[src/rtl/spi_mstr_gen_if.sv]
// Signal bundle between the SPI stimulus master and whatever drives or observes it.
// The master modport is the DUT side; the slave modport is the controlling or observing side.
interface spi_mstr_gen_if #(
  parameter int unsigned DATA_W = 16
);
  localparam int unsigned LenW = $clog2(DATA_W + 1);

  logic              wrt;
  logic [DATA_W-1:0] data_out;
  logic [LenW-1:0]   len;
  logic              cpol;
  logic              cpha;
  logic              lsb_first;
  logic              MISO;
  logic              SS_n;
  logic              SCLK;
  logic              MOSI;
  logic              busy;
  logic              done;
  logic [DATA_W-1:0] data_in;

  modport master (
    input  wrt, data_out, len, cpol, cpha, lsb_first, MISO,
    output SS_n, SCLK, MOSI, busy, done, data_in
  );

  modport slave (
    output wrt, data_out, len, cpol, cpha, lsb_first, MISO,
    input  SS_n, SCLK, MOSI, busy, done, data_in
  );
endinterface

[src/rtl/spi_mstr_gen.sv]
// Parametrised SPI master: runtime word length, all CPOL/CPHA modes, MSB/LSB-first order,
// and a MISO capture path. Settings are latched when wrt is accepted.
module spi_mstr_gen #(
  parameter int unsigned DATA_W   = 16,
  parameter int unsigned SCLK_DIV = 32
) (
  input  logic           clk,
  input  logic           rst_n,
  spi_mstr_gen_if.master spi_io
);

  localparam int unsigned H    = SCLK_DIV / 2;
  localparam int unsigned HW   = (H > 1) ? $clog2(H) : 1;
  localparam int unsigned LenW = $clog2(DATA_W + 1);
  localparam int unsigned KW   = $clog2(2 * DATA_W + 1);
  localparam int unsigned IdxW = (DATA_W > 1) ? $clog2(DATA_W) : 1;

  if ((SCLK_DIV % 2) != 0 || SCLK_DIV < 4) begin : g_bad_div
    $error("spi_mstr_gen: SCLK_DIV must be even and >= 4");
  end

  typedef enum logic [1:0] {StIdle, StShift, StBack} state_e;

  state_e            state_q, state_d;
  logic [HW-1:0]     hcnt_q, hcnt_d;
  logic [KW-1:0]     k_q, k_d;
  logic [LenW-1:0]   n_q, n_d;
  logic [DATA_W-1:0] tx_q, tx_d;
  logic [DATA_W-1:0] rx_q, rx_d;
  logic              cpol_q, cpol_d;
  logic              cpha_q, cpha_d;
  logic              lsb_q, lsb_d;
  logic              sclk_q, sclk_d;
  logic              mosi_q, mosi_d;
  logic              ss_n_q, ss_n_d;
  logic              busy_q, busy_d;
  logic              done_q, done_d;

  logic [LenW-1:0] len_clamped;
  logic [IdxW-1:0] first_idx;
  logic [KW-1:0]   k_next;
  logic [IdxW-1:0] tx_pos, rx_pos, tx_idx, rx_idx;
  logic            half_tick, sample_edge, drive_edge, last_edge;

  always_comb begin
    len_clamped = spi_io.len;
    if (spi_io.len == '0 || spi_io.len > LenW'(DATA_W)) begin
      len_clamped = LenW'(DATA_W);
    end
    first_idx = spi_io.lsb_first ? '0 : IdxW'(len_clamped - LenW'(1));
  end

  // Bit position in time order for the edge about to happen; with cpha=1 the sample
  // edge is the trailing one, so it refers to the bit driven one toggle earlier.
  always_comb begin
    k_next      = k_q + KW'(1);
    half_tick   = (hcnt_q == HW'(H - 1));
    last_edge   = (k_next == KW'({n_q, 1'b0}));
    sample_edge = k_next[0] ^ cpha_q;
    drive_edge  = ~sample_edge & ~last_edge;
    tx_pos      = IdxW'(k_next >> 1);
    rx_pos      = cpha_q ? IdxW'((k_next >> 1) - KW'(1)) : IdxW'(k_next >> 1);
    tx_idx      = lsb_q ? tx_pos : IdxW'(n_q - LenW'(1)) - tx_pos;
    rx_idx      = lsb_q ? rx_pos : IdxW'(n_q - LenW'(1)) - rx_pos;
  end

  always_comb begin
    state_d = state_q;
    hcnt_d  = hcnt_q;
    k_d     = k_q;
    n_d     = n_q;
    tx_d    = tx_q;
    rx_d    = rx_q;
    cpol_d  = cpol_q;
    cpha_d  = cpha_q;
    lsb_d   = lsb_q;
    sclk_d  = sclk_q;
    mosi_d  = mosi_q;
    ss_n_d  = ss_n_q;
    busy_d  = busy_q;
    done_d  = done_q;

    unique case (state_q)
      StIdle: begin
        sclk_d = spi_io.cpol;
        mosi_d = 1'b1;
        ss_n_d = 1'b1;
        if (spi_io.wrt) begin
          state_d = StShift;
          n_d     = len_clamped;
          tx_d    = spi_io.data_out;
          cpol_d  = spi_io.cpol;
          cpha_d  = spi_io.cpha;
          lsb_d   = spi_io.lsb_first;
          hcnt_d  = '0;
          k_d     = '0;
          rx_d    = '0;
          done_d  = 1'b0;
          busy_d  = 1'b1;
          ss_n_d  = 1'b0;
          mosi_d  = spi_io.cpha ? 1'b1 : spi_io.data_out[first_idx];
        end
      end
      StShift: begin
        hcnt_d = hcnt_q + HW'(1);
        if (half_tick) begin
          hcnt_d = '0;
          k_d    = k_next;
          sclk_d = ~sclk_q;
          if (sample_edge) rx_d[rx_idx] = spi_io.MISO;
          if (drive_edge) mosi_d = tx_q[tx_idx];
          if (last_edge) state_d = StBack;
        end
      end
      StBack: begin
        hcnt_d = hcnt_q + HW'(1);
        if (half_tick) begin
          hcnt_d  = '0;
          state_d = StIdle;
          ss_n_d  = 1'b1;
          busy_d  = 1'b0;
          done_d  = 1'b1;
          mosi_d  = 1'b1;
        end
      end
      default: state_d = StIdle;
    endcase
  end

  always_ff @(posedge clk or negedge rst_n) begin
    if (!rst_n) begin
      state_q <= StIdle;
      hcnt_q  <= '0;
      k_q     <= '0;
      n_q     <= '0;
      tx_q    <= '0;
      rx_q    <= '0;
      cpol_q  <= 1'b0;
      cpha_q  <= 1'b0;
      lsb_q   <= 1'b0;
      sclk_q  <= 1'b0;
      mosi_q  <= 1'b1;
      ss_n_q  <= 1'b1;
      busy_q  <= 1'b0;
      done_q  <= 1'b0;
    end else begin
      state_q <= state_d;
      hcnt_q  <= hcnt_d;
      k_q     <= k_d;
      n_q     <= n_d;
      tx_q    <= tx_d;
      rx_q    <= rx_d;
      cpol_q  <= cpol_d;
      cpha_q  <= cpha_d;
      lsb_q   <= lsb_d;
      sclk_q  <= sclk_d;
      mosi_q  <= mosi_d;
      ss_n_q  <= ss_n_d;
      busy_q  <= busy_d;
      done_q  <= done_d;
    end
  end

  assign spi_io.SS_n    = ss_n_q;
  assign spi_io.SCLK    = sclk_q;
  assign spi_io.MOSI    = mosi_q;
  assign spi_io.busy    = busy_q;
  assign spi_io.done    = done_q;
  assign spi_io.data_in = rx_q;

endmodule

[src/flat_wrapper.sv]
// flat-port wrapper written by rule: the top's interface ports become plain ports
module spi_mstr_gen_flat 
#(
  parameter int unsigned DATA_W   = 16,
  parameter int unsigned SCLK_DIV = 32
)
  (clk, rst_n, spi_io_wrt, spi_io_data_out, spi_io_len, spi_io_cpol, spi_io_cpha, spi_io_lsb_first, spi_io_MISO, spi_io_SS_n, spi_io_SCLK, spi_io_MOSI, spi_io_busy, spi_io_done, spi_io_data_in);
  spi_mstr_gen_if #(.DATA_W(DATA_W)) spi_io_i ();
  input  logic clk;
  input  logic rst_n;
  input wire logic [$bits(spi_io_i.wrt)-1:0] spi_io_wrt;
  input wire logic [$bits(spi_io_i.data_out)-1:0] spi_io_data_out;
  input wire logic [$bits(spi_io_i.len)-1:0] spi_io_len;
  input wire logic [$bits(spi_io_i.cpol)-1:0] spi_io_cpol;
  input wire logic [$bits(spi_io_i.cpha)-1:0] spi_io_cpha;
  input wire logic [$bits(spi_io_i.lsb_first)-1:0] spi_io_lsb_first;
  input wire logic [$bits(spi_io_i.MISO)-1:0] spi_io_MISO;
  output wire logic [$bits(spi_io_i.SS_n)-1:0] spi_io_SS_n;
  output wire logic [$bits(spi_io_i.SCLK)-1:0] spi_io_SCLK;
  output wire logic [$bits(spi_io_i.MOSI)-1:0] spi_io_MOSI;
  output wire logic [$bits(spi_io_i.busy)-1:0] spi_io_busy;
  output wire logic [$bits(spi_io_i.done)-1:0] spi_io_done;
  output wire logic [$bits(spi_io_i.data_in)-1:0] spi_io_data_in;
  assign spi_io_i.wrt = spi_io_wrt;
  assign spi_io_i.data_out = spi_io_data_out;
  assign spi_io_i.len = spi_io_len;
  assign spi_io_i.cpol = spi_io_cpol;
  assign spi_io_i.cpha = spi_io_cpha;
  assign spi_io_i.lsb_first = spi_io_lsb_first;
  assign spi_io_i.MISO = spi_io_MISO;
  assign spi_io_SS_n = spi_io_i.SS_n;
  assign spi_io_SCLK = spi_io_i.SCLK;
  assign spi_io_MOSI = spi_io_i.MOSI;
  assign spi_io_busy = spi_io_i.busy;
  assign spi_io_done = spi_io_i.done;
  assign spi_io_data_in = spi_io_i.data_in;
  spi_mstr_gen #(.DATA_W(DATA_W), .SCLK_DIV(SCLK_DIV)) u_core (.clk(clk), .rst_n(rst_n), .spi_io(spi_io_i));
endmodule
[config.mk]
export PLATFORM = sky130hd
export DESIGN_NAME = spi_mstr_gen_flat
export DESIGN_NICKNAME = d
export VERILOG_FILES = /design/src/rtl/spi_mstr_gen_if.sv /design/src/rtl/spi_mstr_gen.sv /design/src/flat_wrapper.sv
export SDC_FILE = /design/constraint.sdc
export NUM_CORES = 1
export LEC_CHECK = 0
export ABC_AREA = 0
export CORE_MARGIN = 2
export CORE_UTILIZATION = 51
export DETAILED_ROUTE_END_ITERATION = 7
export PLACE_DENSITY = 0.88
export SETUP_SLACK_MARGIN = 0.15
export SYNTH_ARGS = -nofsm -noshare
export SYNTH_HDL_FRONTEND = slang
export SYNTH_SLANG_ARGS = --single-unit
export TNS_END_PERCENT = 10
[constraint.sdc]
create_clock -name clk -period 3.15 [get_ports clk]
set_input_delay 0.315 -clock clk [delete_from_list [all_inputs] [get_ports clk]]
set_output_delay 0.315 -clock clk [all_outputs]
set_load 0.02 [all_outputs]
==> results of run 1 <==
-- area by class of cell --
cell class,count,area (um^2)
Clock buffer,6,72.6
Timing Repair Buffer,85,773
Multi-Input combinational cell,315,2620
Tap cell,102,128
Inverter,26,97.6
Sequential cell,56,1410
Fill cell,574,2550
Clock inverter,2,35.0
-- power breakdown --
group | internal (mW) | switching [mW] | total [mW]
clock network | 0.237 | 0.241 | 0.477
logic | 1.73 | 2.14 | 3.87
registers | 0.931 | 0.222 | 1.15
total | 2.90 | 2.60 | 5.50
-- metrics by stage --
stage | TNS (ps) | hold slack (ps)
after floorplan | 0 | 19.4
after global placement | 0 | 476
after detailed placement | -232 | 491
after CTS | 0 | 241
after global routing | -592 | 286
final | -58.2 | 202
-- flip-flops by register name, summed over array words and instances (netlist names) --
register               count
u_core.hcnt_q              4
u_core.cpha_q              1
u_core.spi_io.data_in     16
u_core.spi_io.busy         1
u_core.lsb_q               1
u_core.k_q                 6
u_core.spi_io.MOSI         1
u_core.spi_io.SCLK         1
u_core.spi_io.SS_n         1
u_core.n_q                 5
u_core.state_q             2
u_core.tx_q               16
u_core.spi_io.done         1
-- layer usage --
layer | up-vias | track usage (%)
li1 | 1701 | -
met5 | - | 0
met3 | 43 | 3.66
met1 | 1812 | 29.9
met4 | 0 | 7.97
met2 | 136 | 43.0
-- cell families after synthesis --
logic type,after synthesis,share of synthesized area (%)
AO/OA/AOI/OAI,142,24.7
AND/OR/NAND/NOR,96,12.3
flip-flops,56,34.9
buffers and inverters,50,7.00
multiplexers,36,10.3
XOR/XNOR,21,5.50
adder cells (fa/ha/maj),17,5.35
-- worst reg2reg max path, stage by stage, from the launching register on --
cell and delay [ps]:
dfrtp_1 420, ha_4 260, or2b_4 300, and2_4 160, inv_2 60, ha_4 150
inv_2 50, fa_1 510, nand2b_1 90, nor2_2 150, a31oi_4 70, a211oi_1 350
o21ai_0 220, a21oi_1 200, o22ai_1 110
-- repair_timing --
item                       CTS  global route
resized for setup           19            12
pin swaps                   12            25
gates cloned                 2             1
setup endpoints to repair   16            17
buffers inserted             2             5
-- worst paths after layout --
check                               startpoint                   endpoint  slack (ps)  cells past startpoint
worst max-delay path             u_core.k_q[0]  u_core.spi_io.data_in[14]         -60                     14
worst min-delay path                     rst_n   u_core.spi_io.data_in[8]         200                      1
worst max register to register   u_core.k_q[0]  u_core.spi_io.data_in[14]         -60                     14
worst min register to register  u_core.tx_q[7]             u_core.tx_q[7]         510                      1
max in group asynchronous                rst_n         u_core.spi_io.SS_n        2120                      2
min in group clk                u_core.tx_q[7]             u_core.tx_q[7]         510                      1
-- cells in the final DEF, fill, tap and decap left out, drive strengths merged, types with 5 or more instances in the layout --
| cell type | synthesis | layout |
|---|---|---|
| nand2 | 25 | 25 |
| mux2 | 23 | 23 |
| dfrtp | 54 | 54 |
| buf | 6 | 38 |
| nor2 | 20 | 20 |
| nand2b | 14 | 14 |
| clkbuf | 18 | 6 |
| xor2 | 5 | 5 |
| a21oi | 25 | 25 |
| ha | 14 | 14 |
| inv | 26 | 26 |
| o22ai | 9 | 9 |
| xnor2 | 16 | 16 |
| nor2b | 8 | 8 |
| a211o | 6 | 6 |
| mux2i | 11 | 11 |
| nand3 | 11 | 11 |
| clkdlybuf4s50 | 0 | 47 |
| o211ai | 7 | 7 |
| nor3 | 5 | 5 |
| o21ai | 44 | 44 |
==> impl_results.md, run 1 <==
* Skew-Pair Late Insertion Delay at 310 ps
* Non-Filler Instances at 592
* CTS clock-pin slew for the worst setup and hold paths at 100 ps
* Core Region at 7690 um^2
* DRC viols at 0
* Num CTS Buffers at 5
* Largest area contributor in the netlist: dfrtp_1
* Slowest stage delay, CP at 510 ps
* Ys async rst share at 100%
* N_diodes at 0
* Synth Warn # at 0
* CP Data Arrival Time at 3410 ps
* DR WL/cell at 17.9 um
* # clock sinks at 56
* Final min period at 3210 ps
* Fin. Hold Viols at 0
* Crit-path cells: ha_4, or2b_4, and2_4, inv_2, ha_4, inv_2, fa_1, nand2b_1, nor2_2, a31oi_4, a211oi_1, o21ai_0, a21oi_1, o22ai_1
* Total power at 5.50 mW
* CP required at 3350 ps
* Final clock skew at 3.47 ps
* Post-Syn Area at 4020 um^2
* Initial antenna violation count at 0
* Tightest Pin Transition at 1110 ps
* Gate Count Post-Synth at 418
* Syn avg cell area at 9.63 um^2
* Post-DP HPWL at 7.28 mm
* RePlAce Congestion at 0.869
* DR vias/cell at 6.24
* Syn-to-layout area delta at 27.6%
* Number of synthesized flops with an enable pin at 0
* Share of post-route cells with drive strength above 1 at 22.9%
* Met2 WL at 5.56 mm
* Die ar. at 8620 um^2
* Period utilization at 102%
* Clk root buf: clkbuf_8
* Wl on met1 at 4.33 mm
* Max FO, Critical Path at 4
* Metal3 WL at 411 um
* Placed inst area at 4750 um^2
* Max-slew violations at 0
* Clock H-tree levels at 2
* Grt total ovfl at 0
* Hold Path Class: in -> async
* Maxcap violations at 0
* Die X at 92.8 um
* CTS tree: built
* Initial core utilization at 52.3%
* Seq/Total Area, Yosys at 34.9%
* Setup Viol. Count Final at 1
* Worst Path Buf+Inv at 2
* CP max-delay cell: fa_1
* Rel. slew slack at 26.2%
* Highest Signal Layer: met4
* FMAX at 0.312 GHz
* Unrepaired setup endpoints after global routing: yes
* Setup crit end kind: flop
* Dpl ws at -146 ps
* First-iteration detailed-routing DRC count at 203
* Distinct cells, synth at 73
* Setup CP Type: reg -> reg
* Max clock buf depth at 2
* Ports at 49
* Largest net degree at the start of global routing at 49
* Rows at 32
* Family with the most delay on the worst path: compound AO/OA/AOI/OAI gates
* Status: complete, but fails checks
* Die height at 92.8 um
* Vias in the first global route at 3598
* Port Buffers at 48
* Leakage power at 2.02 nW
* Drt first pass iters at 7
* Yosys top cell area share at 33.6%
* Pwr/cell area at 1070 nW/um^2
* GRT Total Usage at 24.2%
* Flops & latches, synth at 56
* Failing checks: negative setup slack
* Most common cell in the synthesized netlist: dfrtp_1
* Post-CTS Hold Buffers at 0
* Maximum VDD drop at 0.447 mV
* Final setup margin at -58.2 ps
* DR vias at 3692
* First-pass GRT wire length at 16.9 mm
* Crit path launch type: flop
* Prevailing post-synth register cell: dfrtp_1
* Antenna-violating nets left at 0
* # nets final at 532
* Design area at 5130 um^2
* Most frequent cells after synthesis: dfrtp_1 (54), o21ai_0 (38), inv_1 (26)
* Utilization after layout at 66.8%
* DP Cell Count at 574
* Synth top area cells: dfrtp_1 (34%), mux2_2 (6.4%), o21ai_0 (4.7%), ha_1 (4.4%), a21oi_1 (3.0%)
* Detailed Route WL at 10.6 mm
* Mapped Nets at 461
(Power assumes the default switching activity.)
==> run 2: changes to the inputs <==
--- a/config.mk
+++ b/config.mk
@@ -9,6 +9,7 @@
 export CORE_MARGIN = 2
 export CORE_UTILIZATION = 51
 export DETAILED_ROUTE_END_ITERATION = 7
+export GPL_TIMING_DRIVEN = 0
 export PLACE_DENSITY = 0.88
 export SETUP_SLACK_MARGIN = 0.15
 export SYNTH_ARGS = -nofsm -noshare
==> impl_results.md, run 2 (same netlist as run 1, synthesis figures left out) <==
* Hold Path Class: in -> reg
* Fill cells at 560
* Area of the multi-input gates at 2660 um^2
* Total power at 5.83 mW
* DR vias/cell at 6.20
* Setup Viol. Count Final at 0
* Dpl ws at -797 ps
* Highest Signal Layer: met4
* Drt first pass iters at 5
* Syn-to-layout area delta at 31.3%
* Die ar. at 8620 um^2
* Period utilization at 98.8%
* RePlAce Congestion at 0.901
* Wl on met1 at 4.45 mm
* Max-slew violations at 0
* Non-Filler Instances at 598
* P_sw at 2.70 mW
* # clock sinks at 56
* DP Cell Count at 569
* N_diodes at 0
* Met2 WL at 5.58 mm
* Maxcap violations at 0
* Commonest non-fill, non-tap cell in the layout: dfrtp_1
* Net Sw Frac at 46.3%
* First-iteration detailed-routing DRC count at 276
* Clock H-tree levels at 2
* Vias in the first global route at 3626
* Num CTS Buffers at 5
* Share of post-route cells with drive strength above 1 at 24.8%
* CTS clock-pin slew for the worst setup and hold paths at 120 ps
* Commonest non-fill, non-tap cells in the layout: dfrtp_1 (52), clkdlybuf4s50_1 (44), o21ai_0 (33), nand2_1 (25), mux2_2 (23)
* Clk root buf: clkbuf_8
* Unrepaired setup endpoints after global routing: yes
* Post-DP HPWL at 7.20 mm
* Maximum VDD drop at 0.532 mV
* DRC viols at 0
* Combinational fraction of design power at 72.5%
* Skew-Pair Late Insertion Delay at 330 ps
* CP required at 3350 ps
* FMAX at 0.321 GHz
* Antenna-violating nets left at 0
* Die X at 92.8 um
* Detailed Route WL at 10.8 mm
* Final clock skew at 14.5 ps
* Largest net degree at the start of global routing at 41
* DR vias at 3707
* Setup crit end kind: flop
* Rel. slew slack at 61.9%
* Fin. Hold Viols at 0
* CTS tree: built
* Port Buffers at 48
* Setup CP Type: reg -> reg
* Setup TNS at 0 ps
* Final setup margin at 36.2 ps
* Pwr/cell area at 1100 nW/um^2
* Initial core utilization at 52.3%
* Status: complete, no violations
* Clock share of power at 8.6%
* Ports at 49
* Leakage power at 2.08 nW
* FF/Latch Area at 1410 um^2
* First-pass GRT wire length at 17.4 mm
* Die height at 92.8 um
* Core Region at 7690 um^2
* DR WL/cell at 18.1 um
* CP Data Arrival Time at 3310 ps
* Share of power burned in registers at 18.9%
* Max clock buf depth at 2
* Grt total ovfl at 0
* Metal3 WL at 555 um
* Rows at 32
* Tightest Pin Transition at 565 ps
* P_int at 3.13 mW
* # nets final at 538
* GRT Total Usage at 24.9%
* Max FO, Critical Path at 7
* Crit path launch type: flop
* Initial antenna violation count at 0
* Final min period at 3110 ps
* WHS at 405 ps
[run 2: cell types whose count changed in the layout (fill, tap and decap cells not counted), moves of 3 or more]
cell             before  now
o21ai_1               6   10
a21oi_2               0    3
clkbuf_8              5   14
clkbuf_1              1    9
o21ai_0              37   33
clkdlybuf4s50_1      47   44
buf_4                34   19
[run 2: power by group through the flow]
stage	combinational (mW)	clock (mW)	sequential, mW
2_1_floorplan	2.44	0	1.08
3_3_place_gp	2.98	0	1.08
3_5_place_dp	3.09	0	1.10
4_1_cts	3.66	0.503	1.09
5_1_grt	4.49	0.526	1.12
6_report	4.22	0.504	1.10
[run 2: path summary, 6_finish.rpt]
kind / cells after the start / from / end / slack [ps]
setup reg to reg: 13 / u_core.k_q[1] / u_core.spi_io.data_in[13] / 40
min in group asynchronous: 2 / rst_n / u_core.spi_io.data_in[10] / 450
hold reg to reg: 2 / u_core.spi_io.data_in[1] / u_core.spi_io.data_in[1] / 500
setup / recovery: 13 / u_core.k_q[1] / u_core.spi_io.data_in[13] / 40
max in group asynchronous: 3 / rst_n / u_core.spi_io.MOSI / 2090
hold / removal: 3 / spi_io_len[1] / u_core.n_q[1] / 410
[run 2: final cells by class]
cell class / count / area share (%)
multi-input combinational: 312 / 50.3
sequential: 56 / 26.6
timing repair buffer: 70 / 12.7
buffer: 24 / 4.03
tap: 102 / 2.42
inverter: 26 / 1.85
clock buffer: 6 / 1.37
clock inverter: 2 / 0.734
[run 2: worst max-delay path: stages, from the launching register on]
cell	delay [ps]
dfrtp_2	440
ha_4	240
or2b_4	300
and2_4	190
inv_2	70
ha_4	140
inv_2	40
fa_2	520
nor2_4	170
a22oi_2	170
a211oi_2	260
o21ai_0	160
a21oi_1	190
o22ai_1	90
[run 2: metrics by stage]
| stage | util (%) | cell area, um^2 |
|---|---|---|
| after floorplan | - | 4100 |
| after global placement | 61.2 | 4710 |
| after detailed placement | 61.4 | 4720 |
| after CTS | 66.7 | 5130 |
| after global routing | 68.7 | 5280 |
| final | 68.7 | 5280 |
[run 2: layer usage]
layer	vias up	global-route usage, %
met2	165	44.3
met5	-	0
met1	1814	31.9
li1	1693	-
met3	35	2.93
met4	0	7.11
[run 2: timing repair]
item	CTS	global route
buffers inserted	14	5
resized for setup	37	22
hold endpoints to repair	16	0
pin swaps	20	22
cloned	1	0
endpoints found under the setup margin	17	17
hold buffers	1	0
==> run 3: changes to the inputs <==
--- a/config.mk
+++ b/config.mk
@@ -8,6 +8,7 @@
 export ABC_AREA = 0
 export CORE_MARGIN = 2
 export CORE_UTILIZATION = 51
+export CTS_CLUSTER_DIAMETER = 80
 export DETAILED_ROUTE_END_ITERATION = 7
 export GPL_TIMING_DRIVEN = 0
 export PLACE_DENSITY = 0.88
==> results of run 3 <==
No change in the layout: final DEF, timing and power equal those of run 2.
